File: config.mk
export PLATFORM = sky130hd
export DESIGN_NAME = sar_adc_ctrl_flat
export DESIGN_NICKNAME = d
export VERILOG_FILES = /design/src/rtl/sar_adc_ctrl_if.sv /design/src/rtl/sar_adc_ctrl.sv /design/src/flat_wrapper.sv
export SDC_FILE = /design/constraint.sdc
export NUM_CORES = 1
export LEC_CHECK = 0
export BUFFER_PORTS_ARGS = -buffer_cell sky130_fd_sc_hd__buf_4
export CAP_MARGIN = 0
export CORE_ASPECT_RATIO = 0.8
export CORE_UTILIZATION = 51
export CTS_CLUSTER_SIZE = 24
export DETAILED_ROUTE_END_ITERATION = 8
export GPL_TIMING_DRIVEN = 0
export PLACE_DENSITY = 0.75
export SLEW_MARGIN = 5
export SYNTH_ARGS = -nofsm -noshare
export SYNTH_HDL_FRONTEND = slang
export SYNTH_SLANG_ARGS = --single-unit
export TNS_END_PERCENT = 10
File: constraint.sdc
create_clock -name clk -period 1.7 [get_ports clk]
set_clock_uncertainty 0.1 [all_clocks]
set_input_delay 0 -clock clk [delete_from_list [all_inputs] [get_ports clk]]
set_output_delay 0 -clock clk [all_outputs]
set_load 0.02 [all_outputs]
File: src/rtl/sar_adc_ctrl_if.sv
// Handshake and analog-loop signals between the SAR controller and its host/AFE.
// slave is the controller side, master is the host plus comparator/DAC side.
interface sar_adc_ctrl_if #(
    parameter int WIDTH = 8
);
    logic             start;
    logic             cmp_in;
    logic             sample;
    logic [WIDTH-1:0] dac_code;
    logic             busy;
    logic             done;
    logic             valid;
    logic [WIDTH-1:0] result;

    modport slave (
        input  start,
        input  cmp_in,
        output sample,
        output dac_code,
        output busy,
        output done,
        output valid,
        output result
    );

    modport master (
        output start,
        output cmp_in,
        input  sample,
        input  dac_code,
        input  busy,
        input  done,
        input  valid,
        input  result
    );
endinterface

File: src/rtl/sar_adc_ctrl.sv
// Successive-approximation controller: track/hold sequencing, MSB-first binary
// search on the reference DAC, one bit resolved every SETTLE cycles.
module sar_adc_ctrl #(
    parameter int WIDTH      = 8,
    parameter int SAMPLE_CYC = 2,
    parameter int SETTLE     = 2
) (
    input  logic          clk,
    input  logic          rst_n,
    sar_adc_ctrl_if.slave bus
);

    localparam logic [1:0] IDLE   = 2'd0;
    localparam logic [1:0] SAMPLE = 2'd1;
    localparam logic [1:0] TRIAL  = 2'd2;
    localparam logic [1:0] DONE   = 2'd3;

    localparam int CNT_MAX = (SAMPLE_CYC > SETTLE) ? SAMPLE_CYC : SETTLE;
    localparam int CNT_W   = $clog2(CNT_MAX + 1);
    localparam int IDX_W   = $clog2(WIDTH);

    logic [1:0]       state_reg,  state_next;
    logic [CNT_W-1:0] cnt_reg,    cnt_next;
    logic [IDX_W-1:0] idx_reg,    idx_next;
    logic [WIDTH-1:0] code_reg,   code_next;
    logic [WIDTH-1:0] result_reg, result_next;
    logic             sample_reg, sample_next;
    logic             busy_reg,   busy_next;
    logic             done_reg,   done_next;
    logic             valid_reg,  valid_next;

    logic [IDX_W-1:0] idx_dec;
    logic [WIDTH-1:0] decided_code;
    logic [WIDTH-1:0] next_trial_bit;

    assign idx_dec = idx_reg - IDX_W'(1);

    // decided_code: current trial with the bit under test replaced by the comparator
    // verdict; next_trial_bit: the one-hot probe for the following bit position.
    generate
        for (genvar gi = 0; gi < WIDTH; gi++) begin : g_bit
            assign decided_code[gi]   = (idx_reg == IDX_W'(gi)) ? bus.cmp_in : code_reg[gi];
            assign next_trial_bit[gi] = (idx_dec == IDX_W'(gi));
        end
    endgenerate

    always_comb begin
        state_next  = state_reg;
        cnt_next    = cnt_reg;
        idx_next    = idx_reg;
        code_next   = code_reg;
        result_next = result_reg;
        sample_next = sample_reg;
        busy_next   = busy_reg;
        done_next   = 1'b0;
        valid_next  = valid_reg;

        case (state_reg)
            IDLE: begin
                code_next   = '0;
                sample_next = 1'b0;
                if (bus.start) begin
                    state_next  = SAMPLE;
                    busy_next   = 1'b1;
                    valid_next  = 1'b0;
                    sample_next = 1'b1;
                    cnt_next    = CNT_W'(SAMPLE_CYC);
                end
            end

            SAMPLE: begin
                if (cnt_reg == CNT_W'(1)) begin
                    state_next           = TRIAL;
                    sample_next          = 1'b0;
                    idx_next             = IDX_W'(WIDTH - 1);
                    code_next            = '0;
                    code_next[WIDTH-1]   = 1'b1;
                    cnt_next             = CNT_W'(SETTLE);
                end else begin
                    cnt_next = cnt_reg - CNT_W'(1);
                end
            end

            TRIAL: begin
                // Decision edge: latch this bit and present the next probe on the same edge.
                if (cnt_reg == CNT_W'(1)) begin
                    if (idx_reg == '0) begin
                        state_next  = DONE;
                        code_next   = decided_code;
                        result_next = decided_code;
                        done_next   = 1'b1;
                        valid_next  = 1'b1;
                        cnt_next    = '0;
                    end else begin
                        code_next = decided_code | next_trial_bit;
                        idx_next  = idx_dec;
                        cnt_next  = CNT_W'(SETTLE);
                    end
                end else begin
                    cnt_next = cnt_reg - CNT_W'(1);
                end
            end

            DONE: begin
                state_next = IDLE;
                busy_next  = 1'b0;
                code_next  = '0;
                idx_next   = '0;
                cnt_next   = '0;
            end

            default: begin
                state_next  = IDLE;
                busy_next   = 1'b0;
                sample_next = 1'b0;
                code_next   = '0;
                idx_next    = '0;
                cnt_next    = '0;
            end
        endcase
    end

    always_ff @(posedge clk or negedge rst_n) begin
        if (!rst_n) begin
            state_reg  <= IDLE;
            cnt_reg    <= '0;
            idx_reg    <= '0;
            code_reg   <= '0;
            result_reg <= '0;
            sample_reg <= 1'b0;
            busy_reg   <= 1'b0;
            done_reg   <= 1'b0;
            valid_reg  <= 1'b0;
        end else begin
            state_reg  <= state_next;
            cnt_reg    <= cnt_next;
            idx_reg    <= idx_next;
            code_reg   <= code_next;
            result_reg <= result_next;
            sample_reg <= sample_next;
            busy_reg   <= busy_next;
            done_reg   <= done_next;
            valid_reg  <= valid_next;
        end
    end

    assign bus.sample   = sample_reg;
    assign bus.dac_code = code_reg;
    assign bus.busy     = busy_reg;
    assign bus.done     = done_reg;
    assign bus.valid    = valid_reg;
    assign bus.result   = result_reg;

`ifndef SYNTHESIS
    a_done_busy : assert property (@(posedge clk) disable iff (!rst_n) done_reg |-> busy_reg);
    a_done_code : assert property (@(posedge clk) disable iff (!rst_n) done_reg |-> (code_reg == result_reg));
    a_track_idle: assert property (@(posedge clk) disable iff (!rst_n) sample_reg |-> (code_reg == '0));
`endif

endmodule

File: src/flat_wrapper.sv
// flat-port wrapper written by rule: the top's interface ports become plain ports
module sar_adc_ctrl_flat 
#(
    parameter int WIDTH      = 8,
    parameter int SAMPLE_CYC = 2,
    parameter int SETTLE     = 2
)
  (clk, rst_n, bus_start, bus_cmp_in, bus_sample, bus_dac_code, bus_busy, bus_done, bus_valid, bus_result);
  sar_adc_ctrl_if #(.WIDTH(WIDTH)) bus_i ();
  input  logic clk;
  input  logic rst_n;
  input wire logic [$bits(bus_i.start)-1:0] bus_start;
  input wire logic [$bits(bus_i.cmp_in)-1:0] bus_cmp_in;
  output wire logic [$bits(bus_i.sample)-1:0] bus_sample;
  output wire logic [$bits(bus_i.dac_code)-1:0] bus_dac_code;
  output wire logic [$bits(bus_i.busy)-1:0] bus_busy;
  output wire logic [$bits(bus_i.done)-1:0] bus_done;
  output wire logic [$bits(bus_i.valid)-1:0] bus_valid;
  output wire logic [$bits(bus_i.result)-1:0] bus_result;
  assign bus_i.start = bus_start;
  assign bus_i.cmp_in = bus_cmp_in;
  assign bus_sample = bus_i.sample;
  assign bus_dac_code = bus_i.dac_code;
  assign bus_busy = bus_i.busy;
  assign bus_done = bus_i.done;
  assign bus_valid = bus_i.valid;
  assign bus_result = bus_i.result;
  sar_adc_ctrl #(.WIDTH(WIDTH), .SAMPLE_CYC(SAMPLE_CYC), .SETTLE(SETTLE)) u_core (.clk(clk), .rst_n(rst_n), .bus(bus_i));
endmodule
## Yosys cells after proc, flatten, opt, wreduce, memory -nomap -nowiden

Cells that the tools add are included.

- Memory bits (writable): 0
- Input bits: 4
- Bits in registers: 27
- Memories kept: 0
- Memory bits (read-only): 0
- Bits in latches: 0

- Shift operators: 0
- Reduce and logical (&&, ||, !) cells: 15
- Magnitude comparators: 0
- Equality and inequality tests: 23
- Div/mod/pow operators: 0
- Bitwise operators: 1
- $add $sub $neg: 2
- Multiply operators: 0
- Muxes and demuxes: 38

Operators by type and width:

| cell | count |
|---|---|
| 3-bit == test (second input constant) | 8 |
| 8-bit 2-to-1 mux | 3 |
| 8-bit one-hot mux with 3 select lines | 1 |
| 1-bit 2-to-1 mux | 17 |
| 2-bit 2-to-1 mux | 8 |
| 2-bit one-hot mux with 4 select lines | 2 |
| 3-bit by 2-bit == test with 1-bit output (second input constant) | 4 |
| 4-bit AND reduction | 3 |
| 3-bit 2-to-1 mux | 3 |
| 3-bit one-hot mux with 3 select lines | 1 |
| 8-bit OR | 1 |
| 3-bit by 1-bit == test with 1-bit output (second input constant) | 2 |
| 3-bit zero test | 2 |
| 2-bit by 1-bit != test with 1-bit output (second input constant) | 3 |
| 1-bit one-hot mux with 2 select lines | 3 |
| 2-bit AND reduction | 3 |
| 2-bit nonzero test | 3 |
| 2-bit by 1-bit == test with 1-bit output (second input constant) | 2 |
| 2-bit == test (second input constant) | 2 |
| 2-bit != test (second input constant) | 2 |
| 3-bit AND reduction | 1 |
| 3-bit nonzero test | 1 |
| 3-bit by 1-bit subtractor with 3-bit output (second input constant) | 1 |
| 2-bit zero test | 1 |
| other kinds (2) | 2 |

## Longest topological paths before layout

- Word-level depth: 6
- Gate-level depth with buffers: 8
- Mapped depth without buffers: 7

## Worst setup path after synthesis

Ideal clock, no wire load.

- Path type: register to register
- From: register u_core.state_reg[0]
- To: register u_core.state_reg[1]
- Period minus slack after synthesis: 1.748 ns
- Arrival time: 1.521 ns
- Stages on the path, launching flop included: 8
- Path buffers: 1
- Slack: -0.048 ns
- Library setup time: 0.128 ns
- Cells stage by stage: dfrtp_1 -> inv_1 -> ha_1 -> buf_6 -> nor2_2 -> nor2_4 -> a221oi_4 -> mux2_1

- Longest elaborated chain between the ends: 3

RTL lines:

| what | RTL line | RTL |
|---|---|---|
| from (decl) | sar_adc_ctrl.sv:22 | `logic [1:0] state_reg, state_next;` |
| from (signal assigned) | sar_adc_ctrl.sv:135 | `state_reg <= state_next;` |
| 2-bit by 1-bit == test with 1-bit output (tied with other cells) | sar_adc_ctrl.sv:58 | `case (state_reg)` |
| 2-bit by 1-bit != test with 1-bit output (no source line) / 2-bit != test (equally long branches) | -- |  |
| 4-bit AND reduction (no source line) | -- |  |

Parallel ways exist; a longest one is shown, timed or not.
A chain may end at the register's enable or synchronous reset.

## Final worst setup path

- From: register u_core.idx_reg[0]
- To: register u_core.state_reg[1]

- Longest elaborated chain between the ends: 3

RTL lines:

| what | RTL line | RTL |
|---|---|---|
| from (decl) | sar_adc_ctrl.sv:24 | `logic [IDX_W-1:0] idx_reg, idx_next;` |
| from (signal assigned) | sar_adc_ctrl.sv:137 | `idx_reg <= idx_next;` |
| 3-bit zero test | sar_adc_ctrl.sv:87 | `if (idx_reg == '0) begin` |
| 2-bit by 1-bit != test with 1-bit output (no source line) | -- |  |
| 4-bit AND reduction (no source line) | -- |  |

Every way passes these cells.

==> metrics.md <==
| Metric | Value |
|---|---|
| Clock period minus worst slack | 1760 ps |
| CTS Buffer Depth | 2 |
| Antenna Nets Post-Route | 0 |
| Synth area leaders | dfrtp_1 41%, ha_1 11%, mux2i_1 4.9%, nand2_1 4.8%, inv_1 3.4% |
| Crit. path cell count | 6 |
| Die Wd | 65.5 um |
| Sw Ratio | a little over two fifths |
| Final WS setup | -55.2 ps |
| Area growth, synth to finish | 33.6% |
| Fraction of layout cells with a size suffix above 1 | 39.8% |
| N_diodes | 0 |
| CP arrival | 1830 ps |
| First DRT Iteration DRCs | 80 |
| Initial antenna violation count | 0 |
| Largest net degree at the start of global routing | 28 |
| FF-to-FF End | u_core.state_reg[1]$_DFFE_PN0P_ |
| Maxcap violations | 0 |
| Slew HR | 75.0% |
| Crit path cell chain | inv_2 -> ha_4 -> nand2b_1 -> buf_6 -> a221oi_4 -> mux2_4 |
| Final worst-path cycle share | 103% |
| Actual slew at the worst max-slew pin | 373 ps |
| Top_reg_cell synth | dfrtp_1 |
| Placed cell area | 1880 um2 |
| DR DRC count | 0 |
| Unrepaired setup endpoints after global routing | true |
| Final hold vios | 0 |
| Post-Route WL | 4.05 mm |
| TritonCTS buffer count | 3 |
| Synth Warn # | 0 |
| GP Congestion | ~0.87 |
| Critical Path Fanout Max | 8 |
| Worst VDD drop | around 0.0012 V |
| DR WL/cell | around 16 um |
| Worst path required time | 1780 ps |
| Worst-path clk slew | 100 ps |
| RR Startpoint | u_core.idx_reg[0]$_DFFE_PN0P_ |
| Power Density | 1800 nW/um2 |
| EDFF count, synth | 0 |
| Placed Cells incl. Taps | 223 |
| Violated checks | setup timing |
| Top Family by Delay on Critical Path | flip-flops |
| Reg-to-reg slack, setup | -60 ps |
| Hold Crit Class | in -> async |
| Max-slew violation count | 0 |
| Mapped cell area | 1650 um2 |
| Achievable frequency | around 570 MHz |
| First-pass GRT wire length | just over 6 mm |
| Clock power frac | 10.2% |
| H-Tree Depth | 1 |
| Routed via count | 1,398 |
| Post-synth net total | roughly 180 |
| Pleak | 1.06 nW |
| Final setup violation count | 4 |
| Status | finished with violations |
| Critical path class | reg -> reg |
| Netlist cell types | 36 |
| Count of input and output buffers | 23 |
| Sequential fraction of the synthesis area | around 41% |
| Chip height | 52.8 um |
| Crit path to | u_core.state_reg[1]$_DFFE_PN0P_ |
| Gr usage total | between 20% and 30% |
| Number of core rows | 18 |
| Max incr delay on CP | 420 ps |
| Vias in the first global route | between 1k and 1.5k |
| TritonCTS clock tree | yes |
| Final Instance Area | ~2200 um2 |
| CP max-delay cell | dfrtp_1 |
| Initial core utilization | 53.4% |
| Number of cells on the worst reg-to-reg path | 6 |
| Worst Setup Start Kind | register |
| Final Non-Filler Cells | 246 |
| Largest area contributor in the netlist | dfrtp_1 |
| CTS Sinks | 27 |
| Crit path capture type | register |
| Hpwl dp | between 2 and 3 mm |
| DR vias/cell | 5.68 |
| Critical Path Source | u_core.idx_reg[0]$_DFFE_PN0P_ |
| Seq pwr share | 24.3% |
| Clk root buf | clkbuf_8 |
| Syn Area/Cell | 10.3 um2 |
| Worst path buffer plus inverter count | 2 |
| Die area | 3460 um2 |
| Worst-Skew Late Latency | 290 ps |
| Comb pwr share | between 60% and 70% |
| Final nets | around 230 |
| CORE AREA | 3090 um2 |
| Synthesized flop and latch total | 27 |
| Total grt overflow | 0 |
| Synth top area share | approximately two fifths |
| Int Pwr | 0.00226 W |
| # IOs | 24 |
| Setup TNS | -77.5 ps |
| Initial DRT Pass Iterations | 4 |
| Syn Inst Count | 160 |
| Ys async rst share | 100% |
| Switching power | 0.00169 W |
[per-stage QoR]
step	setup WS (ps)	hold slack, ps	power, W	util [%]
finish	-55.2	67.3	0.00395	71.3
global route	-71.2	102	0.00418	71.3
CTS	-35.4	69.0	0.00355	66.0
detailed placement	-198	-162	0.00298	60.9
global placement	-138	-168	0.00289	60.9
floorplan	0.271	-396	0.00248	-
[cells by family (layout without fill, tap and decap cells)]
kind of cell    Yosys count  in the layout  synth area share [%]
mux                      13             13                  8.97
flops                    27             27                  41.0
simple gates             41             41                  13.1
compound gates           42             42                  18.5
buf+inv                  22             68                  6.91
fa+ha+maj                15             15                  11.4
[metal layers]
| metal | vias to the layer above | wire length [um] | global-route usage (%) |
|---|---|---|---|
| met1 | 707 | 1870 | 31.4 |
| li1 | 649 | - | - |
| met2 | 36 | 1970 | 40.2 |
| met4 | 0 | 53 | 8.33 |
| met5 | - | 0 | 0 |
| met3 | 6 | 163 | 6.09 |
[worst min-delay path by stage]
stage,cells after the start,start,end
5_1_grt,2,rst_n,u_core.bus.result[1]$_DFFE_PN0P_
3_3_place_gp,1,rst_n,u_core.bus.result[6]$_DFFE_PN0P_
6_report,2,rst_n,u_core.bus.result[4]$_DFFE_PN0P_
2_1_floorplan,0,rst_n,u_core.bus.busy$_DFFE_PN0P_
4_1_cts,2,rst_n,u_core.bus.dac_code[6]$_DFFE_PN0P_
3_5_place_dp,1,rst_n,u_core.bus.result[5]$_DFFE_PN0P_
[power by group through the flow]
stage / clock [W] / combinational, W / sequential [W]
finish: 0.000403 / 0.00259 / 0.000958
global route: 0.000421 / 0.00278 / 0.000976
CTS: 0.000396 / 0.00221 / 0.000942
detailed placement: 0 / 0.00200 / 0.000980
global placement: 0 / 0.00193 / 0.000960
floorplan: 0 / 0.00142 / 0.00106
[cell usage after synthesis, drive strengths merged (4+ instances only)]
cell,instances
nand2,21
mux2,5
ha,15
nor2b,4
nor2,9
buf,7
mux2i,8
a31oi,4
a21oi,8
dfrtp,27
inv,15
o21ai,12
[cells in the final DEF (no fill, tap or decap), types with 3 or more instances in the layout]
master          n
clkbuf_8        3
mux2_4          4
dlygate4sd3_1   3
buf_6           6
mux2i_1         5
dfrtp_1        27
nor2_4          3
ha_4            4
a21oi_1         8
inv_2           5
inv_1          10
mux2i_2         3
buf_4          39
o21ai_1         5
a31oi_1         4
nand2_1        21
nor2_1          5
a22o_1          3
o21ai_0         7
nand2b_1        3
ha_1            8
ha_2            3
[cell type report]
type	instances	area [um2]
inverters	15	56.3
flip-flops and latches	27	676
multi-input cells	111	963
clock inverters	1	7.51
clock buffers	3	41.3
repair buffers	42	323
well taps	40	50.0
fillers	225	886
plain buffers	7	82.6
[repair_timing]
item,4_1_cts,5_1_grt
setup buffers,5,11
endpoints found under the setup margin,18,19
hold endpoints to repair,30,0
hold buffers,3,0
pin swaps,1,5
gates resized for setup,9,25
(Power assumes the default switching activity.)
